--- config.mk ---
export PLATFORM = sky130hd
export DESIGN_NAME = closest_hit_selector
export DESIGN_NICKNAME = d
export VERILOG_FILES = /design/src/rtl/closest_hit_selector.sv
export SDC_FILE = /design/constraint.sdc
export NUM_CORES = 1
export LEC_CHECK = 0
export CORE_ASPECT_RATIO = 0.75
export CORE_MARGIN = 2
export CORE_UTILIZATION = 54
export CTS_CLUSTER_DIAMETER = 100
export DETAILED_ROUTE_END_ITERATION = 16
export PLACE_DENSITY = 0.89
export SLEW_MARGIN = 0
export SYNTH_ARGS = -nofsm -noshare
export SYNTH_HDL_FRONTEND = slang
export SYNTH_SLANG_ARGS = --single-unit
--- constraint.sdc ---
create_clock -name clock -period 7.7 [get_ports clock]
set_input_delay 1.155 -clock clock [delete_from_list [all_inputs] [get_ports clock]]
set_output_delay 1.155 -clock clock [all_outputs]
set_load 0.01 [all_outputs]
--- src/rtl/closest_hit_selector.sv ---
// -----------------------------------------------------------------------------
// closest_hit_selector
//
// Sits directly behind the intersection stage. For each ray it sees the
// per-triangle results one at a time and keeps the nearest valid hit, which
// is the smallest positive t. When the last triangle of the ray has been
// merged it publishes a single nearest-hit record to the shading stage.
//
// All values use the fixed format: 32-bit signed Q4.28, fixed(1) = 0x10000000.
//
// Parameters
//   IDW       width of the triangle index and of the tested-triangle counter
//   HIT_CODE  intersection code that marks a valid hit
//   T_MIN     self-intersection epsilon; a hit is rejected when t <= T_MIN
//
// Ports
//   clock         rising-edge clock
//   reset         synchronous, active-low reset
//   ray_start     one-cycle pulse: begin a new ray and clear the accumulation
//   hit_valid     one-cycle pulse: sample the hit_* inputs
//   hit_code      intersection code
//   hit_t         ray parameter t (fixed)
//   hit_u/hit_v   barycentrics (fixed)
//   hit_id        index of the triangle that produced this result
//   hit_last      qualifies hit_valid: last triangle of the ray
//   busy          high while a ray is being accumulated
//   result_valid  one-cycle pulse: result_* carry a new record
//   result_hit    at least one hit was accepted for the ray
//   result_t/u/v  nearest hit (held until the next record)
//   result_id     index of the nearest triangle (held)
//   result_count  results sampled for the ray, rejected ones included (held)
// -----------------------------------------------------------------------------
module closest_hit_selector #(
    parameter int          IDW      = 16,
    parameter logic [1:0]  HIT_CODE = 2'd1,
    parameter logic [31:0] T_MIN    = 32'h00040000
) (
    input  logic            clock,
    input  logic            reset,
    input  logic            ray_start,
    input  logic            hit_valid,
    input  logic [1:0]      hit_code,
    input  logic [31:0]     hit_t,
    input  logic [31:0]     hit_u,
    input  logic [31:0]     hit_v,
    input  logic [IDW-1:0]  hit_id,
    input  logic            hit_last,
    output logic            busy,
    output logic            result_valid,
    output logic            result_hit,
    output logic [31:0]     result_t,
    output logic [31:0]     result_u,
    output logic [31:0]     result_v,
    output logic [IDW-1:0]  result_id,
    output logic [IDW-1:0]  result_count
);

    // "No hit yet" distance: the largest positive fixed value. A sample at
    // exactly this t can never be strictly closer, so it is never accepted.
    localparam logic [31:0]    T_FAR     = 32'h7FFFFFFF;
    localparam logic [IDW-1:0] COUNT_MAX = {IDW{1'b1}};
    localparam logic [IDW-1:0] COUNT_ONE = {{(IDW-1){1'b0}}, 1'b1};
    localparam logic [IDW-1:0] ID_ZERO   = {IDW{1'b0}};

    typedef enum logic [1:0] {
        ST_IDLE  = 2'd0,
        ST_ACCUM = 2'd1,
        ST_DONE  = 2'd2
    } state_t;

    state_t          state_r;
    state_t          state_next_s;

    // Running best hit of the ray under accumulation.
    logic [31:0]     best_t_r;
    logic [31:0]     best_u_r;
    logic [31:0]     best_v_r;
    logic [IDW-1:0]  best_id_r;
    logic            best_found_r;
    logic [IDW-1:0]  count_r;

    // Published record and status outputs.
    logic            busy_r;
    logic            result_valid_r;
    logic            result_hit_r;
    logic [31:0]     result_t_r;
    logic [31:0]     result_u_r;
    logic [31:0]     result_v_r;
    logic [IDW-1:0]  result_id_r;
    logic [IDW-1:0]  result_count_r;

    // Per-sample decode.
    logic            sample_s;
    logic            code_ok_s;
    logic            beyond_eps_s;
    logic            closer_s;
    logic            accept_s;
    logic [IDW-1:0]  count_inc_s;

    // Next-state logic; ray_start overrides everything, including DONE.
    always_comb begin
        state_next_s = state_r;
        case (state_r)
            ST_IDLE: begin
                if (ray_start) begin
                    state_next_s = ST_ACCUM;
                end else begin
                    state_next_s = ST_IDLE;
                end
            end
            ST_ACCUM: begin
                if (ray_start) begin
                    state_next_s = ST_ACCUM;
                end else if (hit_valid && hit_last) begin
                    state_next_s = ST_DONE;
                end else begin
                    state_next_s = ST_ACCUM;
                end
            end
            ST_DONE: begin
                if (ray_start) begin
                    state_next_s = ST_ACCUM;
                end else begin
                    state_next_s = ST_IDLE;
                end
            end
            default: begin
                state_next_s = ST_IDLE;
            end
        endcase
    end

    // Sample qualification and accept decision for the current hit inputs.
    always_comb begin
        sample_s     = 1'b0;
        code_ok_s    = 1'b0;
        beyond_eps_s = 1'b0;
        closer_s     = 1'b0;
        accept_s     = 1'b0;
        count_inc_s  = count_r;

        // A sample coinciding with ray_start belongs to no ray and is dropped.
        if ((state_r == ST_ACCUM) && hit_valid && !ray_start) begin
            sample_s = 1'b1;
        end else begin
            sample_s = 1'b0;
        end

        if (hit_code == HIT_CODE) begin
            code_ok_s = 1'b1;
        end else begin
            code_ok_s = 1'b0;
        end

        // Both distance tests are signed so that negative t is rejected.
        if ($signed(hit_t) > $signed(T_MIN)) begin
            beyond_eps_s = 1'b1;
        end else begin
            beyond_eps_s = 1'b0;
        end

        // Strictly closer: on a tie the earlier triangle is kept.
        if ($signed(hit_t) < $signed(best_t_r)) begin
            closer_s = 1'b1;
        end else begin
            closer_s = 1'b0;
        end

        if (sample_s && code_ok_s && beyond_eps_s && closer_s) begin
            accept_s = 1'b1;
        end else begin
            accept_s = 1'b0;
        end

        // The counter sticks at its maximum rather than wrapping.
        if (count_r != COUNT_MAX) begin
            count_inc_s = count_r + COUNT_ONE;
        end else begin
            count_inc_s = count_r;
        end
    end

    // State register and busy flag (busy mirrors the ACCUM state).
    always_ff @(posedge clock) begin
        if (!reset) begin
            state_r <= ST_IDLE;
            busy_r  <= 1'b0;
        end else begin
            state_r <= state_next_s;
            busy_r  <= (state_next_s == ST_ACCUM);
        end
    end

    // Running best-hit accumulation for the current ray.
    always_ff @(posedge clock) begin
        if (!reset) begin
            best_t_r     <= T_FAR;
            best_u_r     <= 32'h00000000;
            best_v_r     <= 32'h00000000;
            best_id_r    <= ID_ZERO;
            best_found_r <= 1'b0;
            count_r      <= ID_ZERO;
        end else if (ray_start) begin
            best_t_r     <= T_FAR;
            best_u_r     <= 32'h00000000;
            best_v_r     <= 32'h00000000;
            best_id_r    <= ID_ZERO;
            best_found_r <= 1'b0;
            count_r      <= ID_ZERO;
        end else if (sample_s) begin
            count_r <= count_inc_s;
            if (accept_s) begin
                best_t_r     <= hit_t;
                best_u_r     <= hit_u;
                best_v_r     <= hit_v;
                best_id_r    <= hit_id;
                best_found_r <= 1'b1;
            end
        end
    end

    // Publish the record while in DONE; the result registers hold otherwise.
    // The DONE copy uses the pre-clear best state, so a ray_start arriving
    // in DONE still reports the finished ray.
    always_ff @(posedge clock) begin
        if (!reset) begin
            result_valid_r <= 1'b0;
            result_hit_r   <= 1'b0;
            result_t_r     <= T_FAR;
            result_u_r     <= 32'h00000000;
            result_v_r     <= 32'h00000000;
            result_id_r    <= ID_ZERO;
            result_count_r <= ID_ZERO;
        end else if (state_r == ST_DONE) begin
            result_valid_r <= 1'b1;
            result_hit_r   <= best_found_r;
            result_count_r <= count_r;
            if (best_found_r) begin
                result_t_r  <= best_t_r;
                result_u_r  <= best_u_r;
                result_v_r  <= best_v_r;
                result_id_r <= best_id_r;
            end else begin
                result_t_r  <= T_FAR;
                result_u_r  <= 32'h00000000;
                result_v_r  <= 32'h00000000;
                result_id_r <= ID_ZERO;
            end
        end else begin
            result_valid_r <= 1'b0;
        end
    end

    assign busy         = busy_r;
    assign result_valid = result_valid_r;
    assign result_hit   = result_hit_r;
    assign result_t     = result_t_r;
    assign result_u     = result_u_r;
    assign result_v     = result_v_r;
    assign result_id    = result_id_r;
    assign result_count = result_count_r;

endmodule

Word level (Yosys, flattened, before mapping):

Cells that the tools add are included.
W data, S select, Z words.

* bits in registers: 262
* bits of input ports: 119
* output and inout bits: 131
* logic and storage cells: 50

* add/subtract/negate cells: 1
* order comparisons: 2
* equality and inequality tests: 5
* mux-type cells: 14
* bitwise gates (word level): 1
* reduce and logical (&&, ||, !) cells: 12

Operators by type and width (number)
* $mux W32: 3
* $gt A32 B20 Y1 const B: 1
* $lt A32 B32 Y1: 1
* $add A16 B1 Y16 const B: 1
* $mux W16: 1
* $ne A16 B16 Y1 const B: 1
* $mux W1: 7
* $eq A2 B1 Y1 const B: 3
* $logic_and A1 B1 Y1: 6
* $mux W2: 2
* $pmux W2 S2: 1
* $reduce_and A2 Y1: 2
* $reduce_or A2 Y1: 2
* $eq A2 B2 Y1 const B: 1
* $logic_not A2 Y1: 1
* $logic_not A1 Y1: 1
* $not A1 Y1: 1

Longest topological paths before layout:

Gate-level depths: netlist (run 1).

* depth in word-level cells: 9
* gate-level depth with buffers: 12
* gate-level depth less buffers: 9

Worst setup path before layout (run 1):

Ideal clock, no wire load.

* kind: in2reg
* start: in hit_t[30]
* end: reg best_id_r[0]
* setup time: 0.122 ns
* data arrival time: 3.340 ns
* required time: 7.578 ns
* slack: 4.238 ns
* stages on the path: 10
* buffers on the path: 2
* path through: ha_1 -> a21oi_1 -> nand2_1 -> a221o_1 -> a211o_1 -> nor2_8 -> mux2_4 -> buf_6 -> buf_6 -> a221o_1

* cells in the longest elaborated chain, start to end: 6
* elaborated cells on any way between the ends: 8
* classes of those cells: 2 x order compare; 3 x mux; 3 x reduce/logical

RTL lines
* start: declaration: RTL line 43 `input logic [31:0] hit_t,`
* $gt A32 B20 Y1: RTL line 156 `if ($signed(hit_t) > $signed(T_MIN)) begin`
* $mux W1: RTL line 156
* $logic_and A1 B1 Y1: RTL line 169 `if (sample_s && code_ok_s && beyond_eps_s && closer_s) begin`
* $logic_and A1 B1 Y1 (*): RTL line 169
* $mux W1 (*): RTL line 169
* $reduce_and A2 Y1 (no source line) (*)
* end signal: assignment: RTL line 216 `best_id_r <= hit_id;`
* end: declaration: RTL line 78 `logic [IDW-1:0] best_id_r;`

Every way passes the cells marked *; elsewhere a longest branch is shown, timed or not.
A chain may end at the register's enable or synchronous reset.

Final worst setup path (run 1):

* start: in hit_t[13]
* end: reg best_v_r[13]

* cells in the longest elaborated chain, start to end: 6
* elaborated cells on any way between the ends: 8
* classes of those cells: 2 x order compare; 3 x mux; 3 x reduce/logical

RTL lines
* $gt A32 B20 Y1: RTL line 156
* $mux W1: RTL line 156
* $logic_and A1 B1 Y1: RTL line 169
* $logic_and A1 B1 Y1 (*): RTL line 169
* $mux W1 (*): RTL line 169
* $reduce_and A2 Y1 (no source line) (*)
* end signal: assignment: RTL line 215 `best_v_r <= hit_v;`
* end: declaration: RTL line 77 `logic [31:0] best_v_r;`

Marked as above.

==> flow_summary.toml, run 1 <==
[worst_setup_path]
r2r_cells = 10
r2r-start = "best_t_r[14]"
setup.worst_path.class = "in2reg"
crit_path_end_kind = "flop"
worstSetupStartpointType = "input pin"
reg2reg_setup_slack_ps = 4020
cp_max_fo = 41
required_ps = 8160
startpoint = "hit_t[13]"
arrival_ps = 4840

[clocking]
path_clk_slew_ps = 60
cts_hold_buf = 0
cts_buffer_depth = 3
h-tree-depth = 1
clk_latency_ps = 520
cts_resized = 0
cts_made_buffers = 26
clkSinkCount = 262
cts_setup_buffers = 0
cts-root-buf = "clkbuf_16"
cts_tree = "done"

[yosys]
synth_edf_count = 0
synth_seq_cells = 262
synth_top_family_by_area = "compound AO/OA/AOI/OAI gates"
yosysMostFrequentCell = "dfxtp_1"
yosys-top-cells-count = "262 x dfxtp_1, 196 x nand2_1, 121 x nand3_1, 99 x a21boi_0"
syn_area_mm2 = 0.0110
yosysTopAreaCell = "dfxtp_1"
synth_cell_type_count = 50
synthArstFlopShare_pct = 0
synthFlopType = "dfxtp_1"
yosys-top-cells-area = "dfxtp_1 48%, a221o_1 7.4%, a21boi_0 6.7%"
ys_seq_area_share_pct = 47.6
synthAdderAreaFrac_pct = 3.63
netlist.area_leader.share_pct = 47.6
yosys_warnings = 0
synthMuxAreaShare_pct = 0.318
synthSimpleGateAreaFrac_pct = 20.4
synth_nets = 1330
synth_compound_area_share_pct = 21.1
synthXorXnorAreaFrac_pct = 1.19
netlist_instances = 1179
avgSynthCellArea_um2 = 9.35

[power]
ir_worst_vdd_uv = 135
p_leak_nw = 5.35
powerDensity_mw_per_mm2 = 202

[global_routing]
grt_max_degree = 99
antenna_found_initial = 0
grt_usage_pct = 27.6
globalRouteOverflowTotal = 0
grt_pass1_vias = 9511
grt_pass1_wl_um = 49300

[sta]
slew_violations = 0
finalHoldViolations = 0
hold_slack_ps = 458
finalCriticalPeriod_ps = 4380
fmax_mhz = 228
final-setup-viol-count = 0
final.setup.tns_ps = 0
slew_headroom_pct = 14.1
worst_slew_pin_slew_ps = 1290
skew_ps = 16.7
period_share_pct = 56.9
rsz0062_at_grt = "no"

[detailed_routing]
vias = 9771
drc = 0
firstDrtPassIters = 5
routed_wl_um = 30700
viasPerCell = 5.93
ant_nets = 0
drtIter0Drc = 911
wl_per_cell_um = 18.6

[place]
place_inst = 1603
gp_congestion = 0.851
hpwl_um = 19400
io_buffers = 249

[final_layout]
instances_no_fill = 1649
diodes = 0
drive_gt1_share_pct = 7.05
syn_to_final_growth_pct = 30.4
fin_nets = 1524

[die]
fp.dieH_um = 128
die_area_mm2 = 0.0216
core-area_mm2 = 0.0202
die_w_um = 169
io_pins = 250
start_util_pct = 54.7
row_count = 45

[status]
status = "completed"

[min_path]
min_path_cells = 2
worstHoldPathType = "reg2reg"
hold_start = "result_u[4]"

[run]
timing.max_cap.violations = 0
==> registers in the layout, summed over array words and instances (netlist names) <==
name          flops
best_t_r         32
best_u_r         32
best_v_r         32
result_t         32
result_u         32
result_v         32
best_id_r        16
count_r          16
result_count     16
result_id        16
state_r           2
best_found_r      1
busy              1
result_hit        1
result_valid      1
==> area by class of cell <==
| cell class | instances | area [um2] |
|---|---|---|
| fillers | 1488 | 5770 |
| flip-flops and latches | 262 | 5250 |
| multi-input cells | 790 | 5160 |
| repair buffers | 258 | 2560 |
| clock buffers | 33 | 739 |
| well taps | 258 | 323 |
| clock inverters | 13 | 221 |
| inverters | 35 | 131 |
==> cells in the final DEF (no fill, tap or decap), types with 3 or more instances in the layout <==
cell type and instances:
a21boi_0 99, a21oi_1 13, a221o_1 81, and2_1 81, buf_4 10, bufinv_16 6, clkbuf_1 3, clkbuf_16 28
clkdlybuf4s50_1 248, clkinv_2 5, dfxtp_1 261, ha_1 32, inv_1 35, nand2_1 195, nand2b_1 3, nand3_1 121
nand4_1 9, nor2_1 24, nor3_1 7, nor4_1 8, o21ai_0 36, o221a_2 31, xnor2_1 8, xor2_1 7
==> final timing paths <==
| kind | end |
|---|---|
| setup reg to reg | best_v_r[13] |
| setup / recovery | best_v_r[13] |
| hold / removal | result_u[4] |
| hold reg to reg | result_u[4] |
==> layer usage <==
| metal | track usage [%] | routed length, um |
|---|---|---|
| met5 | 0 | 0 |
| met4 | 8.20 | 851 |
| met2 | 43.6 | 13500 |
| met1 | 38.2 | 13700 |
| met3 | 5.90 | 2620 |
==> power breakdown <==
| group | leakage [nW] | internal, mW | switching (mW) |
|---|---|---|---|
| clock | 0.472 | 0.879 | 0.531 |
| combinational | 2.76 | 0.0722 | 0.0679 |
| sequential | 2.11 | 1.36 | 0.00221 |
| total | 5.35 | 2.31 | 0.601 |
==> cell families (layout without fill, tap and decap cells) <==
kind of cell	after synthesis	in the layout
flops	262	262
simple gates	465	465
buf+inv	127	339
mux	3	3
xor+xnor	15	15
fa+ha+maj	32	32
compound gates	275	275
==> critical path, stage by stage <==
cell and delay [ps]:
clkdlybuf4s50_1 480, ha_1 350, and4_1 230, nand2_1 90, a2111oi_2 470, o41a_4 280
nor2_8 60, o22ai_4 890, buf_4 550, a221o_1 240
==> per-stage QoR <==
stage	power [mW]	setup WS (ps)	utilization, %	cell area (um2)
2_1_floorplan	1.45	4240	-	11000
3_3_place_gp	1.52	2920	66.6	13400
3_5_place_dp	1.53	2900	66.6	13400
4_1_cts	2.92	3390	71.4	14400
5_1_grt	2.99	3090	71.4	14400
6_report	2.91	3320	71.4	14400
(Power assumes the default switching activity.)
==> inputs of run 2 (changes only) <==
CORE_UTILIZATION = 46   (was 54)
PLACE_DENSITY = 0.81   (was 0.89)
clock period = 3.9 ns   (was 7.7 ns; I/O delays follow)
==> flow_summary.toml, run 2 (synthesized netlist as in run 1, its figures left out) <==
[detailed_routing]
wl_per_cell_um = 17.7
firstDrtPassIters = 5
viasPerCell = 5.55
routed_wl_um = 30100
drc = 0
ant_nets = 0
vias = 9466
drtIter0Drc = 594

[final_layout]
final_cell_mix = "261 x dfxtp_1, 248 x clkdlybuf4s50_1, 195 x nand2_1, 121 x nand3_1, 99 x a21boi_0"
finish.instance_area_mm2 = 0.0145
fin_nets = 1528
syn_to_final_growth_pct = 31.9
drive_gt1_share_pct = 7.51
layout_commonest_cell = "dfxtp_1"

[worst_setup_path]
cp_max_fo = 80
reg2reg_setup_slack_ps = 790
arrival_ps = 3630
crit_path_end_kind = "flop"
setup.worst_path.class = "in2reg"
required_ps = 4310
worstSetupStartpointType = "input pin"

[die]
io_pins = 250
die_area_mm2 = 0.0252
fp.dieH_um = 138
start_util_pct = 46.4
die_w_um = 183
row_count = 49
core-area_mm2 = 0.0238

[sta]
fmax_mhz = 311
slew_violations = 0
rsz0062_at_grt = "no"
skew_ps = 12.5
layout_setup_ws_ps = 681
worst_slew_pin_slew_ps = 1130
period_share_pct = 82.5
finalHoldViolations = 0
finalCriticalPeriod_ps = 3220
slew_headroom_pct = 24.7
final-setup-viol-count = 0
final.setup.tns_ps = 0

[global_routing]
antenna_found_initial = 1
grt_busiest_layer = "met2"
grt_usage_pct = 23.0
grt_pass1_vias = 8989
gr-usage-met2_pct = 35.8
grt_max_degree = 99
grt_util_met1_pct = 33.2
grtUsageMet3_pct = 4.27
grt_pass1_wl_um = 48200
globalRouteOverflowTotal = 0

[clocking]
cts_made_buffers = 28
cts_hold_buf = 0
path_clk_slew_ps = 60
cts-root-buf = "clkbuf_16"
clkSinkCount = 262
clk_latency_ps = 530
cts_buffer_depth = 3
h-tree-depth = 1
cts_resized = 0
cts_setup_buffers = 0
cts_tree = "done"

[power]
switchingPower_mw = 1.25
seq_power_share_pct = 46.3
p_int_mw = 4.55
clockPowerShare_pct = 48.9
p_leak_nw = 5.39
swShare_pct = 21.5
powerDensity_mw_per_mm2 = 398
ir_worst_vdd_uv = 317
combPwrFrac_pct = 4.8

[status]
status = "completed"

[place]
io_buffers = 249
hpwl_um = 19100
place_area_mm2 = 0.0135
gp_congestion = 0.867
place_ws_ps = 228

[run]
timing.max_cap.violations = 0

[min_path]
worstHoldPathType = "in2reg"
==> run 2: changes by cell type in the layout (fill, tap and decap cells not counted), sizes merged <==
cell,delta
bufinv,-2
clkinv,+3
buf,+2
diode,+1
clkinvlp,+1
clkbuf,+4
==> run 2: critical path, cell delays in order <==
cell and delay, ps:
clkdlybuf4s50_1 460, ha_1 400, nand4_1 180, nor4_1 620, o41a_4 350, nor2_8 60, mux2_4 320, buf_12 190
a221o_1 360
==> run 2: through the flow <==
stage                     total power [mW]  cells  hold WS (ps)  utilization, %
after floorplan                       2.85   1179           442               -
after detailed placement              3.02   1653           456            56.9
after global routing                  5.99   1706           462            61.2
after global placement                3.02   1653           450            56.9
after CTS                             5.84   1705           454            61.1
final                                 5.80   1706           456            61.2
==> run 2: cell type report <==
class / count / area (um2)
inverter: 35 / 131
sequential: 262 / 5250
clock inverter: 15 / 191
multi-input combinational: 790 / 5160
tap: 306 / 383
antenna: 1 / 2.50
clock buffer: 37 / 807
timing repair buffer: 260 / 2620
fill: 1936 / 9240
==> run 2: routing by layer <==
layer  up-vias  part of all wire (%)
met5         -                     0
met4         0                   2.3
li1       4595                     -
met2       331                    44
met3        50                   6.9
met1      4490                    47
==> run 2: power groups by stage <==
stage               combinational (mW)  clock (mW)  sequential [mW]
global placement                 0.276           0             2.74
floorplan                        0.112           0             2.74
CTS                              0.280        2.88             2.68
detailed placement               0.278           0             2.74
finish                           0.281        2.83             2.68
global route                     0.297        3.01             2.68
==> run 2: final timing paths <==
path | start | endpoint | depth (start not counted)
max | hit_t[31] | best_id_r[11] | 9
max reg2reg | best_t_r[31] | best_id_r[11] | 9
min reg2reg | result_u[8] | result_u[8] | 2
min | reset | result_t[13] | 2
